## src/rtl/memory_dumper.sv

```systemverilog
// memory_dumper: reads the program memory pairwise and streams each nibble pair out as one UART byte.
// Define DUMPER_CHECKSUM_EN to append an XOR checksum byte after the last data byte.
module memory_dumper #(
  parameter int UART_DATA_LENGTH     = 8,
  parameter int REGISTER_WIDTH       = 4,
  parameter int MEMORY_ADDRESS_WIDTH = 4
) (
  input  logic                            clk_i,
  input  logic                            reset_i,
  input  logic                            start_strb_i,
  input  logic [REGISTER_WIDTH-1:0]       mem_data_i,
  output logic [MEMORY_ADDRESS_WIDTH-1:0] addr_o,
  output logic                            enable_read_memory_o,
  input  logic                            uart_busy_i,
  output logic [UART_DATA_LENGTH-1:0]     uart_data_o,
  output logic                            data_valid_strb_o,
  output logic                            busy_o,
  output logic                            done_strb_o
);
  localparam int PW = MEMORY_ADDRESS_WIDTH - 1;

  typedef enum logic [2:0] {
    IDLE, RD_EVEN, RD_ODD, CAPTURE, SEND, GUARD, WAIT_TX, DONE
  } state_t;

  state_t                            state_q, state_d;
  logic [PW-1:0]                     pair_q, pair_d;
  logic [MEMORY_ADDRESS_WIDTH-1:0]   addr_q, addr_d;
  logic                              en_q, en_d;
  logic [UART_DATA_LENGTH-1:0]       data_q, data_d;
  logic                              strb_q, strb_d;
  logic                              busy_q, busy_d;
  logic                              done_q, done_d;
`ifdef DUMPER_CHECKSUM_EN
  logic [UART_DATA_LENGTH-1:0]       csum_q, csum_d;
  logic                              csum_phase_q, csum_phase_d;
`endif

  always_comb begin
    state_d = state_q;
    pair_d  = pair_q;
    data_d  = data_q;
    addr_d  = addr_q;
`ifdef DUMPER_CHECKSUM_EN
    csum_d       = csum_q;
    csum_phase_d = csum_phase_q;
`endif
    case (state_q)
      IDLE: if (start_strb_i) begin
        state_d = RD_EVEN;
        pair_d  = '0;
`ifdef DUMPER_CHECKSUM_EN
        csum_d       = '0;
        csum_phase_d = 1'b0;
`endif
      end
      RD_EVEN: state_d = RD_ODD;
      RD_ODD: begin
        data_d[UART_DATA_LENGTH-1 -: REGISTER_WIDTH] = mem_data_i;
        state_d = CAPTURE;
      end
      CAPTURE: begin
        data_d[REGISTER_WIDTH-1:0] = mem_data_i;
        state_d = SEND;
      end
      SEND:    if (strb_q) state_d = GUARD;
      GUARD:   state_d = WAIT_TX;
      WAIT_TX: if (!uart_busy_i) begin
        if (pair_q != '1) begin
          pair_d  = pair_q + 1'b1;
          state_d = RD_EVEN;
        end
`ifdef DUMPER_CHECKSUM_EN
        else if (!csum_phase_q) begin
          csum_phase_d = 1'b1;
          data_d       = csum_q;
          state_d      = SEND;
        end
`endif
        else state_d = DONE;
      end
      DONE:    state_d = IDLE;
      default: state_d = IDLE;
    endcase

`ifdef DUMPER_CHECKSUM_EN
    if (strb_q && !csum_phase_q) csum_d = csum_q ^ data_q;
`endif

    // The strobe register looks one cycle ahead so it is high in the SEND cycle it belongs to.
    strb_d = (state_d == SEND) && !strb_q && !uart_busy_i;
    en_d   = (state_d == RD_EVEN) || (state_d == RD_ODD);
    if (state_d == RD_EVEN)     addr_d = {pair_d, 1'b0};
    else if (state_d == RD_ODD) addr_d = {pair_q, 1'b1};
    busy_d = (state_d != IDLE);
    done_d = (state_d == DONE);
  end

  always_ff @(posedge clk_i or posedge reset_i) begin
    if (reset_i) begin
      state_q <= IDLE;
      pair_q  <= '0;
      addr_q  <= '0;
      en_q    <= 1'b0;
      data_q  <= '0;
      strb_q  <= 1'b0;
      busy_q  <= 1'b0;
      done_q  <= 1'b0;
`ifdef DUMPER_CHECKSUM_EN
      csum_q       <= '0;
      csum_phase_q <= 1'b0;
`endif
    end else begin
      state_q <= state_d;
      pair_q  <= pair_d;
      addr_q  <= addr_d;
      en_q    <= en_d;
      data_q  <= data_d;
      strb_q  <= strb_d;
      busy_q  <= busy_d;
      done_q  <= done_d;
`ifdef DUMPER_CHECKSUM_EN
      csum_q       <= csum_d;
      csum_phase_q <= csum_phase_d;
`endif
    end
  end

  assign addr_o               = addr_q;
  assign enable_read_memory_o = en_q;
  assign uart_data_o          = data_q;
  assign data_valid_strb_o    = strb_q;
  assign busy_o               = busy_q;
  assign done_strb_o          = done_q;
endmodule

```

## config.mk

```make
export PLATFORM = sky130hd
export DESIGN_NAME = memory_dumper
export DESIGN_NICKNAME = d
export VERILOG_FILES = /design/src/rtl/memory_dumper.sv
export SDC_FILE = /design/constraint.sdc
export NUM_CORES = 1
export LEC_CHECK = 0
export ABC_AREA = 1
export CAP_MARGIN = 20
export CORE_ASPECT_RATIO = 1.4
export CORE_MARGIN = 1.5
export CORE_UTILIZATION = 35
export CTS_BUF_LIST = sky130_fd_sc_hd__clkbuf_16
export CTS_CLUSTER_DIAMETER = 40
export DETAILED_ROUTE_END_ITERATION = 16
export HOLD_SLACK_MARGIN = 0.12
export MAX_ROUTING_LAYER = met4
export PLACE_DENSITY = 0.56
export SLEW_MARGIN = 15
export SYNTH_ARGS = -nofsm -noshare
export SYNTH_HDL_FRONTEND = slang
export SYNTH_SLANG_ARGS = --single-unit
```

## constraint.sdc

```tcl
create_clock -name clk_i -period 3.2 [get_ports clk_i]
set_input_delay 0.64 -clock clk_i [delete_from_list [all_inputs] [get_ports clk_i]]
set_output_delay 0.64 -clock clk_i [all_outputs]
set_load 0.01 [all_outputs]
```

==> out/qor.txt, run 1 <==
=================================================================================
Number of placement rows ...........................................           23
Area of the mapped netlist .........................................    1030 um^2
Initial cell density of the core ...................................        36.5%
Mean instance size in the synthesized netlist ......................    8.64 um^2
Startpoint type of the worst setup path ............................         flop
Number of enable flip-flop cells after synthesis ...................            0
Library cell with the largest summed area after synthesis .......... sky130_fd_sc_hd__dfrtp_1
Sequential area share after synthesis ..............................        53.5%
Syn_nets ...........................................................          128
Top cell types by occurrence after synthesis ....................... 28 x sky130_fd_sc_hd__nand2_1, 22 x sky130_fd_sc_hd__dfrtp_1, 21 x sky130_fd_sc_hd__nand3_1
Least setup slack across all paths after layout ....................      1.37 ns
Max-slew violation count ...........................................            0
Fraction of synthesis flops using an asynchronous set or reset pin .         100%
Maximum clock rate .................................................    0.547 GHz
Vias after detailed routing ........................................          880
Number of endpoints failing setup at the final stage ...............            0
Relative slew margins ..............................................        45.5%
Floorplan die height ...............................................      67.1 um
Slack of the worst reg-to-reg path .................................      1.61 ns
Global-route wire length before repair .............................      4.08 mm
Placer congestion estimate .........................................        0.838
Total global routing overflow ......................................            0
Number of nets at the end of the flow ..............................          156
HPWL after detailed placement ......................................      1.79 mm
Dominant synthesized flop cell ..................................... sky130_fd_sc_hd__dfrtp_1
Endpoint class of the critical path ................................ primary output
Worst slack at placement ...........................................      1.11 ns
RSZ-0062 raised after global routing ...............................        false
Per-cell via count in the routed design ............................         4.81
Post-CTS setup repair buffer count .................................            0
Core region area ...................................................    2820 um^2
Area share of the leading cell type in the synthesized netlist .....        53.5%
Leak ...............................................................     0.686 nW
Register bit total from synthesis ..................................           22
Gate family responsible for the most delay along the worst path .... buffers and inverters
Delay of the slowest cell on the worst path ........................      0.55 ns
Share of cells above drive strength 1 ..............................        11.0%
Critical path buffers and inverters ................................            1
Total count of hold-check failures in the final report .............            0
Antenna Cells ......................................................            0
Number of levels the H-tree was split into .........................            1
Clock transition at path regs ......................................      0.06 ns
Gate Count Post-Synth ..............................................          119
Post-route clock period utilization ................................        57.1%
Worst Max-Slew Pin Slew ............................................     0.816 ns
Total Wirelength ...................................................      2.36 mm
Vias in the first global route .....................................          890
Maximum buffer depth of the clock tree .............................            2
Number of antenna-violating nets in the routed design ..............            0
Final Total Pwr ....................................................    0.00145 W
DR WL/cell .........................................................      12.9 um
CTS hold repair buffers ............................................            0
Antenna violations before repair ...................................            0
Number of placed I/O pins ..........................................           24
Min Tclk post-route ................................................      1.83 ns
Tot GR Track Use ...................................................        17.1%
CP max-delay cell .................................................. sky130_fd_sc_hd__clkdlybuf4s50_1
Number of maximum-capacitance constraint violations ................            0
Critical path required time ........................................      2.56 ns
Startpoint-to-endpoint class of the critical path .................. flop to primary output
Iteration-0 DRC Markers ............................................           22
DRC viols ..........................................................            0
Clock insertion delay at the later pin of the skew report ..........      0.25 ns
Number of unique standard cell types used by synthesis .............           18
Die width ..........................................................      48.8 um
Number of input and output port buffers inserted ...................           23
Largest net degree at the start of global routing ..................           23
Clock sink count ...................................................           22
Status ............................................................. finished, final reports clean
Fillcell total .....................................................          283
Clock root buffer .................................................. sky130_fd_sc_hd__clkbuf_16
Total power divided by cell area ................................... 1050 nW/um^2
Number of warnings issued by yosys .................................            0
Area enclosed by the die boundary ..................................    3280 um^2
Post-Route Skew ....................................................   0.00225 ns
Cell with the most instances after synthesis ....................... sky130_fd_sc_hd__nand2_1
Class of the most critical hold timing path ........................ flop to flop
Cell chain of the critical path .................................... clkdlybuf4s50_1
Biggest area contributors in the synthesized netlist ............... sky130_fd_sc_hd__dfrtp_1 54%, sky130_fd_sc_hd__nand2_1 10%, sky130_fd_sc_hd__nand3_1 10%
First-pass iteration count of the detailed router ..................            4
Maximum ir drop on the vdd rail ....................................     0.539 mV
Number of clock buffers inserted by TritonCTS ......................            3
Critical Path Fanout Max ...........................................            3
Final TNS setup ....................................................         0 ns
Post-cts repair resize count .......................................            0
Arrival time of the worst setup path ...............................      1.19 ns
Area Growth Syn to Fin .............................................        34.6%
Clock tree from TritonCTS ..........................................        built
=================================================================================
-- cell usage in the layout (no fill, tap or decap) --
cell	instances
sky130_fd_sc_hd__nand3b_1	1
sky130_fd_sc_hd__inv_2	3
sky130_fd_sc_hd__nand4_1	4
sky130_fd_sc_hd__ha_1	1
sky130_fd_sc_hd__nand2_1	28
sky130_fd_sc_hd__nand3_2	1
sky130_fd_sc_hd__nor2_1	5
sky130_fd_sc_hd__nand3_1	21
sky130_fd_sc_hd__nand4_2	1
sky130_fd_sc_hd__dfrtp_1	22
sky130_fd_sc_hd__o21ai_2	1
sky130_fd_sc_hd__nand2_2	3
sky130_fd_sc_hd__clkinv_1	1
sky130_fd_sc_hd__inv_1	15
sky130_fd_sc_hd__nand2_4	2
sky130_fd_sc_hd__clkbuf_16	3
sky130_fd_sc_hd__clkdlybuf4s50_1	23
sky130_fd_sc_hd__nor2_2	1
sky130_fd_sc_hd__o21ai_0	8
sky130_fd_sc_hd__nor3_2	1
sky130_fd_sc_hd__o21bai_1	1
-- through the flow --
step / cell area [um^2] / std cells / hold WS, ns / util, %
2_1_floorplan: 1030 / 119 / 0.495 / -
3_3_place_gp: 1310 / 179 / 0.462 / 46.3
3_5_place_dp: 1310 / 179 / 0.472 / 46.3
4_1_cts: 1380 / 183 / 0.481 / 49.1
5_1_grt: 1380 / 183 / 0.508 / 49.1
6_report: 1380 / 183 / 0.478 / 49.1
-- layer usage --
metal  part of all wire, %  vias up  wire, um  global-route usage (%)
li1                      -      441         -                       -
met1                    42      415       991                    19.8
met2                    53       19      1240                    27.9
met3                   3.1        5        74                    3.32
met4                   2.2        0        51                    10.4
met5                     0        -         0                       -
-- kinds of logic (layout without fill, tap and decap cells) --
logic type                 after synthesis  after routing  share of synthesized area, %
AOI/OAI and AO/OA                       10             10                          5.48
adders and majority gates                1              1                          1.22
buffers and inverters                   18             45                          6.57
DFF                                     22             22                          53.5
and+or+nand+nor                         68             68                          33.2
-- final timing paths --
path | start | endpoint | cells after the start
min | data_valid_strb_o | data_valid_strb_o | 1
min in group asynchronous | reset_i | addr_o[1] | 2
max | data_valid_strb_o | data_valid_strb_o | 1
max reg2reg | pair_q[0] | addr_o[2] | 7
max in group asynchronous | reset_i | data_valid_strb_o | 2
min reg2reg | data_valid_strb_o | data_valid_strb_o | 1
-- layout make-up --
type	instances	area, um^2	share of cell area (%)
Sequential cell	22	551	39.8
Multi-Input combinational cell	79	410	29.7
Clock inverter	1	3.75	0.271
Timing Repair Buffer	23	230	16.6
Tap cell	37	46.3	3.35
Inverter	18	67.6	4.88
Clock buffer	3	75.1	5.42
-- power breakdown --
| part | switching, W | internal, W |
|---|---|---|
| logic | 0.000400 | 0.000299 |
| registers | 0.0000898 | 0.000403 |
| clock network | 0.0000953 | 0.000167 |
-- state kept, by name, summed over array words and instances, names as in the netlist --
register and cells:
addr_o 4, uart_data_o 8, enable_read_memory_o 1, pair_q 3, busy_o 1, data_valid_strb_o 1
done_strb_o 1, state_q 3
(Power assumes the default switching activity.)
==> run 2, diff against run 1 <==
Clock period 3.2 ns to 1.9 ns, I/O delays scaled along.
==> run 2 against run 1 <==
Compared with the run above:
- critical path depth up 6
- combinational power up 68%
- cell count up 0.55%
- global-route usage up 0.20 points
- core utilization up 1.2 points
- routed wire length down 3.9%
- first-iteration DRC count down 50%
==> out/qor.txt, run 2 (synthesized netlist as in run 1, its figures left out) <==
=====================================================================================
Clock sink count .......................................................           22   unchanged
Class of the most critical hold timing path ............................ input pin to async pin
DRC viols ..............................................................            0   unchanged
Total Wirelength .......................................................      2.27 mm   -3.9%
Post-CTS setup repair buffer count .....................................            0   unchanged
Flip-flop count of the largest register after layout ...................            8   unchanged
Critical Path Fanout Max ...............................................            5   +2
Gate family responsible for the most delay along the worst path ........ simple AND/OR/NAND/NOR gates
Clock transition at path regs ..........................................      0.06 ns   about the same
Min Tclk post-route ....................................................      1.58 ns
Endpoint class of the critical path ....................................         flop
First-pass iteration count of the detailed router ......................            4   unchanged
Area of all placed cells without fillers ...............................    1420 um^2   +2.4%
Critical path required time ............................................      2.04 ns   -0.52 ns
Number of placed I/O pins ..............................................           24   unchanged
Final cell count without fillers .......................................          184   +0.55%
Final TNS setup ........................................................         0 ns   unchanged
Number of antenna-violating nets in the routed design ..................            0   unchanged
Clock tree from TritonCTS ..............................................        built
Source of the worst register-to-register timing path ...................    pair_q[0]
Area enclosed by the die boundary ......................................    3280 um^2   unchanged
Relative slew margins ..................................................        81.5%   +36 points
Standard cell area after detailed placement ............................    1310 um^2   +0.58%
Maximum ir drop on the vdd rail ........................................     0.889 mV   +65%
Core region area .......................................................    2820 um^2   unchanged
RSZ-0062 raised after global routing ...................................        false
Total count of hold-check failures in the final report .................            0   unchanged
Post-cts repair resize count ...........................................            0   unchanged
Iteration-0 DRC Markers ................................................           11   -50%
Clock root buffer ...................................................... sky130_fd_sc_hd__clkbuf_16
Total power divided by cell area ....................................... 1820 nW/um^2   +73%
Number of levels the H-tree was split into .............................            1   unchanged
Share of cells above drive strength 1 ..................................        12.2%   +1.3 points
Antenna violations before repair .......................................            0   unchanged
Vias in the first global route .........................................          940   +5.6%
Number of placement rows ...............................................           23   unchanged
Number of nets at the end of the flow ..................................          157   +0.64%
Post-Route Skew ........................................................   0.00507 ns   +0.00282 ns
DR WL/cell .............................................................      12.3 um   -4.5%
Clock insertion delay at the later pin of the skew report ..............      0.26 ns   about the same
Number of maximum-capacitance constraint violations ....................            0   unchanged
Startpoint type of the worst setup path ................................         flop
Tot GR Track Use .......................................................        17.3%   +0.20 points
Arrival time of the worst setup path ...................................      1.72 ns   +0.53 ns
Placer congestion estimate .............................................        0.846   +0.91%
Worst Max-Slew Pin Slew ................................................     0.278 ns   -0.538 ns
Number of clock buffers inserted by TritonCTS ..........................            3   unchanged
Die width ..............................................................      48.8 um   unchanged
CP max-delay cell ...................................................... sky130_fd_sc_hd__dfrtp_1
Global-route wire length before repair .................................      4.21 mm   +3.2%
Critical path buffers and inverters ....................................            0   -1
Maximum clock rate .....................................................    0.634 GHz
Delay of the slowest cell on the worst path ............................      0.41 ns   -0.14 ns
Maximum buffer depth of the clock tree .................................            2   unchanged
Area Growth Syn to Fin .................................................        37.8%
Largest net degree at the start of global routing ......................           23   unchanged
Depth of the critical timing path with buffers and inverters included ..            7   +6
Status ................................................................. finished, final reports clean
Total global routing overflow ..........................................            0   unchanged
CTS hold repair buffers ................................................            0   unchanged
Cell chain of the critical path ........................................ ha_1 -> nand2_1 -> nand2_2 -> o21ai_2 -> nand4_2 -> nand3_1 -> nand2_1
Vias after detailed routing ............................................          875   -0.57%
Max-slew violation count ...............................................            0   unchanged
Antenna Cells ..........................................................            0   unchanged
Number of input and output port buffers inserted .......................           23   unchanged
Startpoint-to-endpoint class of the critical path ...................... flop to flop
Final standard cell utilization of the core ............................        50.3%   +1.2 points
HPWL after detailed placement ..........................................      1.75 mm   -2.1%
Per-cell via count in the routed design ................................         4.76   -1.1%
Crit-path most repeated cell ........................................... sky130_fd_sc_hd__nand2_1
Leak ...................................................................     0.704 nW   +2.5%
Most frequent standard cell in the layout excluding fill and tap cells . sky130_fd_sc_hd__nand2_1
Initial cell density of the core .......................................        36.5%   unchanged
Floorplan die height ...................................................      67.1 um   unchanged
Final Total Pwr ........................................................    0.00257 W   +77%
Number of endpoints failing setup at the final stage ...................            0   unchanged
Commonest cells after routing, fill and taps aside ..................... 28 x sky130_fd_sc_hd__nand2_1, 23 x sky130_fd_sc_hd__clkdlybuf4s50_1, 22 x sky130_fd_sc_hd__dfrtp_1, 21 x sky130_fd_sc_hd__nand3_1, 15 x sky130_fd_sc_hd__inv_1
Post-route clock period utilization ....................................        83.0%
First element of the critical path .....................................    pair_q[0]
FF-to-FF path depth ....................................................            7   unchanged
Number of cells after detailed placement ...............................          180   +0.56%
=====================================================================================
-- run 2: changes by cell type in the layout (fill, tap and decap cells not counted) --
| cell | change |
|---|---|
| sky130_fd_sc_hd__buf_4 | +1 |
| sky130_fd_sc_hd__bufinv_16 | +1 |
| sky130_fd_sc_hd__clkinv_1 | -1 |
-- run 2: power breakdown --
part | switching [W] | internal [W]
clock network | 0.000168 | 0.000418
registers | 0.000142 | 0.000678
logic | 0.000663 | 0.000505
total | 0.000972 | 0.00160
-- run 2: cell type report --
cell class | instances | area [um^2]
Clock inverter | 1 | 30.0
Clock buffer | 3 | 75.1
Inverter | 18 | 67.6
Multi-Input combinational cell | 79 | 410
Sequential cell | 22 | 551
Tap cell | 37 | 46.3
Fill cell | 294 | 1400
Timing Repair Buffer | 24 | 238
-- run 2: worst paths after layout --
check                           slack (ns)           endpoint
worst max-delay path                  0.32          addr_o[0]
worst min-delay path                  0.46          addr_o[0]
worst max register to register        0.32          addr_o[0]
worst min register to register        0.47  data_valid_strb_o
max in group asynchronous             1.22         state_q[2]
min in group clk_i                    0.47  data_valid_strb_o
-- run 2: metal layers --
layer	up-vias	global-route usage, %	routed length, um
li1	443	-	-
met1	407	19.2	949
met2	20	29.8	1190
met3	5	2.43	75
met4	0	10.7	56
met5	-	-	0
-- run 2: stage by stage --
stage / hold slack (ns) / worst slack [ns]
after floorplan: 0.369 / 0.529
after global placement: 0.462 / 0.0866
after detailed placement: 0.461 / 0.0482
after CTS: 0.470 / 0.290
after global routing: 0.491 / 0.151
final: 0.458 / 0.324
-- run 2: worst min-delay path, stage by stage --
cell	delay, ns
sky130_fd_sc_hd__clkdlybuf4s50_1	0.40
sky130_fd_sc_hd__inv_1	0.05
sky130_fd_sc_hd__buf_4	0.27
==> run 3, diff against run 2 <==
Settings changed: PLACE_DENSITY 0.56 to 0.59.
Clock period 1.9 ns to 1.3 ns, I/O delays scaled along.
==> run 3 against run 2 <==
Compared with the run above:
- the flow now finishes with violations (setup timing)
- total power up 55%
- clock skew down 0.00062 ns
- die area unchanged
- routed wire length up 9.2%
- via count up 7.0%
- clock power up 8.2%
- cell count up 8.7%
- clock-buffer cell count unchanged
- design area up 11%
- sequential power up 46%
- sequential cell count unchanged
- fmax up 14%
==> out/qor.txt, run 3 (synthesized netlist as in run 1, its figures left out) <==
=====================================================================================
Endpoint of the worst register-to-register path ........................ data_valid_strb_o
RSZ-0062 raised after global routing ...................................         true
Total Wirelength .......................................................      2.48 mm   +9.2%
Initial cell density of the core .......................................        36.5%   unchanged
Leak ...................................................................     0.830 nW   +18%
Per-cell via count in the routed design ................................         4.68   -1.6%
CTS hold repair buffers ................................................            0   unchanged
Die width ..............................................................      48.8 um   unchanged
Core region area .......................................................    2820 um^2   unchanged
Status ................................................................. finished, violations left
Area of the multi-input gates ..........................................     489 um^2   +19%
Number of nets at the end of the flow ..................................          173   +10%
Final standard cell utilization of the core ............................        55.9%   +5.7 points
Placer congestion estimate .............................................        0.849   +0.43%
Clock tree from TritonCTS ..............................................        built
Violations in the final reports ........................................ setup timing
Vias in the first global route .........................................          938   -0.21%
Least setup slack across all paths after layout ........................   -0.0779 ns   -0.402 ns
Min Tclk post-route ....................................................      1.38 ns   -0.198 ns
Clock transition at path regs ..........................................      0.06 ns   about the same
Arrival time of the worst setup path ...................................      1.55 ns   -0.17 ns
Area Growth Syn to Fin .................................................        53.4%
Clock root buffer ...................................................... sky130_fd_sc_hd__clkbuf_16
Number of levels the H-tree was split into .............................            1   unchanged
Worst Max-Slew Pin Slew ................................................     0.366 ns   +0.0880 ns
Number of placement rows ...............................................           23   unchanged
Floorplan die height ...................................................      67.1 um   unchanged
Global-route wire length before repair .................................      4.15 mm   -1.5%
Largest net degree at the start of global routing ......................           23   unchanged
Flip-flop count of the largest register after layout ...................            8   unchanged
Antenna Cells ..........................................................            0   unchanged
Number of clock buffers inserted by TritonCTS ..........................            3   unchanged
Antenna violations before repair .......................................            0   unchanged
Post-route clock period utilization ....................................         106%   +23 points
Startpoint type of the worst setup path ................................         flop
Max-slew violation count ...............................................            0   unchanged
Vias after detailed routing ............................................          936   +7.0%
Maximum ir drop on the vdd rail ........................................      1.20 mV   +35%
Tot GR Track Use .......................................................        17.3%   about the same
Maximum clock rate .....................................................    0.726 GHz   +14%
Critical Path Fanout Max ...............................................            3   -2
Total power divided by cell area ....................................... 2530 nW/um^2   +39%
Post-Route Hold Slack ..................................................     0.341 ns   -0.117 ns
Commonest cells after routing, fill and taps aside ..................... 24 x sky130_fd_sc_hd__nand2_1, 21 x sky130_fd_sc_hd__dfrtp_1, 16 x sky130_fd_sc_hd__dlygate4sd2_1, 16 x sky130_fd_sc_hd__buf_4, 15 x sky130_fd_sc_hd__nand3_1
Clock sink count .......................................................           22   unchanged
Number of input and output port buffers inserted .......................           23   unchanged
Number of maximum-capacitance constraint violations ....................            0   unchanged
DRC viols ..............................................................            0   unchanged
DR WL/cell .............................................................      12.4 um   +0.44%
First-pass iteration count of the detailed router ......................            4   unchanged
Total count of hold-check failures in the final report .................            0   unchanged
Relative slew margins ..................................................        75.5%   -5.9 points
Maximum buffer depth of the clock tree .................................            2   unchanged
Number of antenna-violating nets in the routed design ..................            0   unchanged
Clock insertion delay at the later pin of the skew report ..............      0.25 ns   about the same
Endpoint class of the critical path ....................................         flop
Iteration-0 DRC Markers ................................................           27   +16
Critical path required time ............................................      1.47 ns   -0.57 ns
Startpoint-to-endpoint class of the critical path ...................... flop to flop
Post-Route Skew ........................................................   0.00446 ns   -0.000619 ns
Total global routing overflow ..........................................            0   unchanged
Area enclosed by the die boundary ......................................    3280 um^2   unchanged
FF-to-FF path depth ....................................................            7   unchanged
Most frequent standard cell in the layout excluding fill and tap cells . sky130_fd_sc_hd__nand2_1
HPWL after detailed placement ..........................................      1.89 mm   +8.2%
Class of the most critical hold timing path ............................ input pin to async pin
Storage element area ...................................................     552 um^2   +0.23%
Share of cells above drive strength 1 ..................................        28.8%   +17 points
Number of placed I/O pins ..............................................           24   unchanged
Fillcell total .........................................................          285   -3.1%
Source of the worst register-to-register timing path ...................    pair_q[1]
Number of endpoints failing setup at the final stage ...................            5   +5
Slack of the worst reg-to-reg path .....................................     -0.08 ns   -0.40 ns
=====================================================================================
run 3: cell count changes in the layout (fill, tap and decap cells not counted), moves of 3 or more:
cell and change:
sky130_fd_sc_hd__buf_4 +15, sky130_fd_sc_hd__nand3_1 -6, sky130_fd_sc_hd__nand2_1 -4, sky130_fd_sc_hd__nand2_2 +3
sky130_fd_sc_hd__dlygate4sd2_1 +16, sky130_fd_sc_hd__clkdlybuf4s50_1 -17, sky130_fd_sc_hd__nand3_2 +5
run 3: layout make-up:
class                      instances  share of cell area [%]
clock buffer                       3                    4.76
clock inverter                     1                   0.238
inverter                          18                    4.28
multi-input combinational         79                    31.0
sequential                        22                    35.0
tap                               37                    2.93
timing repair buffer              40                    21.8
run 3: critical path, cell delays in order (launching register included):
cell                      delay, ns
sky130_fd_sc_hd__dfrtp_1       0.38
sky130_fd_sc_hd__ha_2          0.21
sky130_fd_sc_hd__nand2_2       0.09
sky130_fd_sc_hd__nand2_4       0.07
sky130_fd_sc_hd__o21ai_4       0.19
sky130_fd_sc_hd__buf_4         0.15
sky130_fd_sc_hd__nand3_1       0.10
sky130_fd_sc_hd__nor3_2        0.11
run 3: routing by layer:
layer,global-route usage (%),routed length [um],up-vias
met4,7.50,38,0
met3,2.43,84,4
li1,-,-,477
met1,17.9,979,437
met5,-,0,-
met2,32.9,1370,18
run 3: per-stage QoR:
step           total power [W]  instance area [um^2]  setup TNS (ns)  std cells  setup WS [ns]
3_3_place_gp           0.00318                  1420           -2.46        194         -0.305
5_1_grt                0.00433                  1580          -0.640        200         -0.134
6_report               0.00400                  1580          -0.369        200        -0.0779
2_1_floorplan          0.00223                  1030         -0.0710        119        -0.0185
4_1_cts                0.00393                  1540          -0.343        200        -0.0772
3_5_place_dp           0.00322                  1420           -2.65        194         -0.336
run 3: report_power, final:
part | internal (W) | switching (W)
combinational | 0.000972 | 0.00119
clock | 0.000410 | 0.000224
sequential | 0.000994 | 0.000206
total | 0.00238 | 0.00162
run 3: repair_timing:
item,4_1_cts,5_1_grt
pin swaps,3,2
endpoints found under the setup margin,21,9
cloned,0,0
gates resized for setup,24,11
setup buffers,2,0
run 3: how the worst max path moves through the flow:
stage | slack [ns] | from | to | depth (start not counted)
5_1_grt | -0.13 | pair_q[1] | addr_o[0] | 7
2_1_floorplan | -0.02 | pair_q[0] | addr_o[0] | 7
3_3_place_gp | -0.30 | uart_busy_i | addr_o[2] | 8
3_5_place_dp | -0.34 | uart_busy_i | addr_o[3] | 8
6_report | -0.08 | pair_q[1] | data_valid_strb_o | 7
4_1_cts | -0.08 | pair_q[1] | addr_o[0] | 7
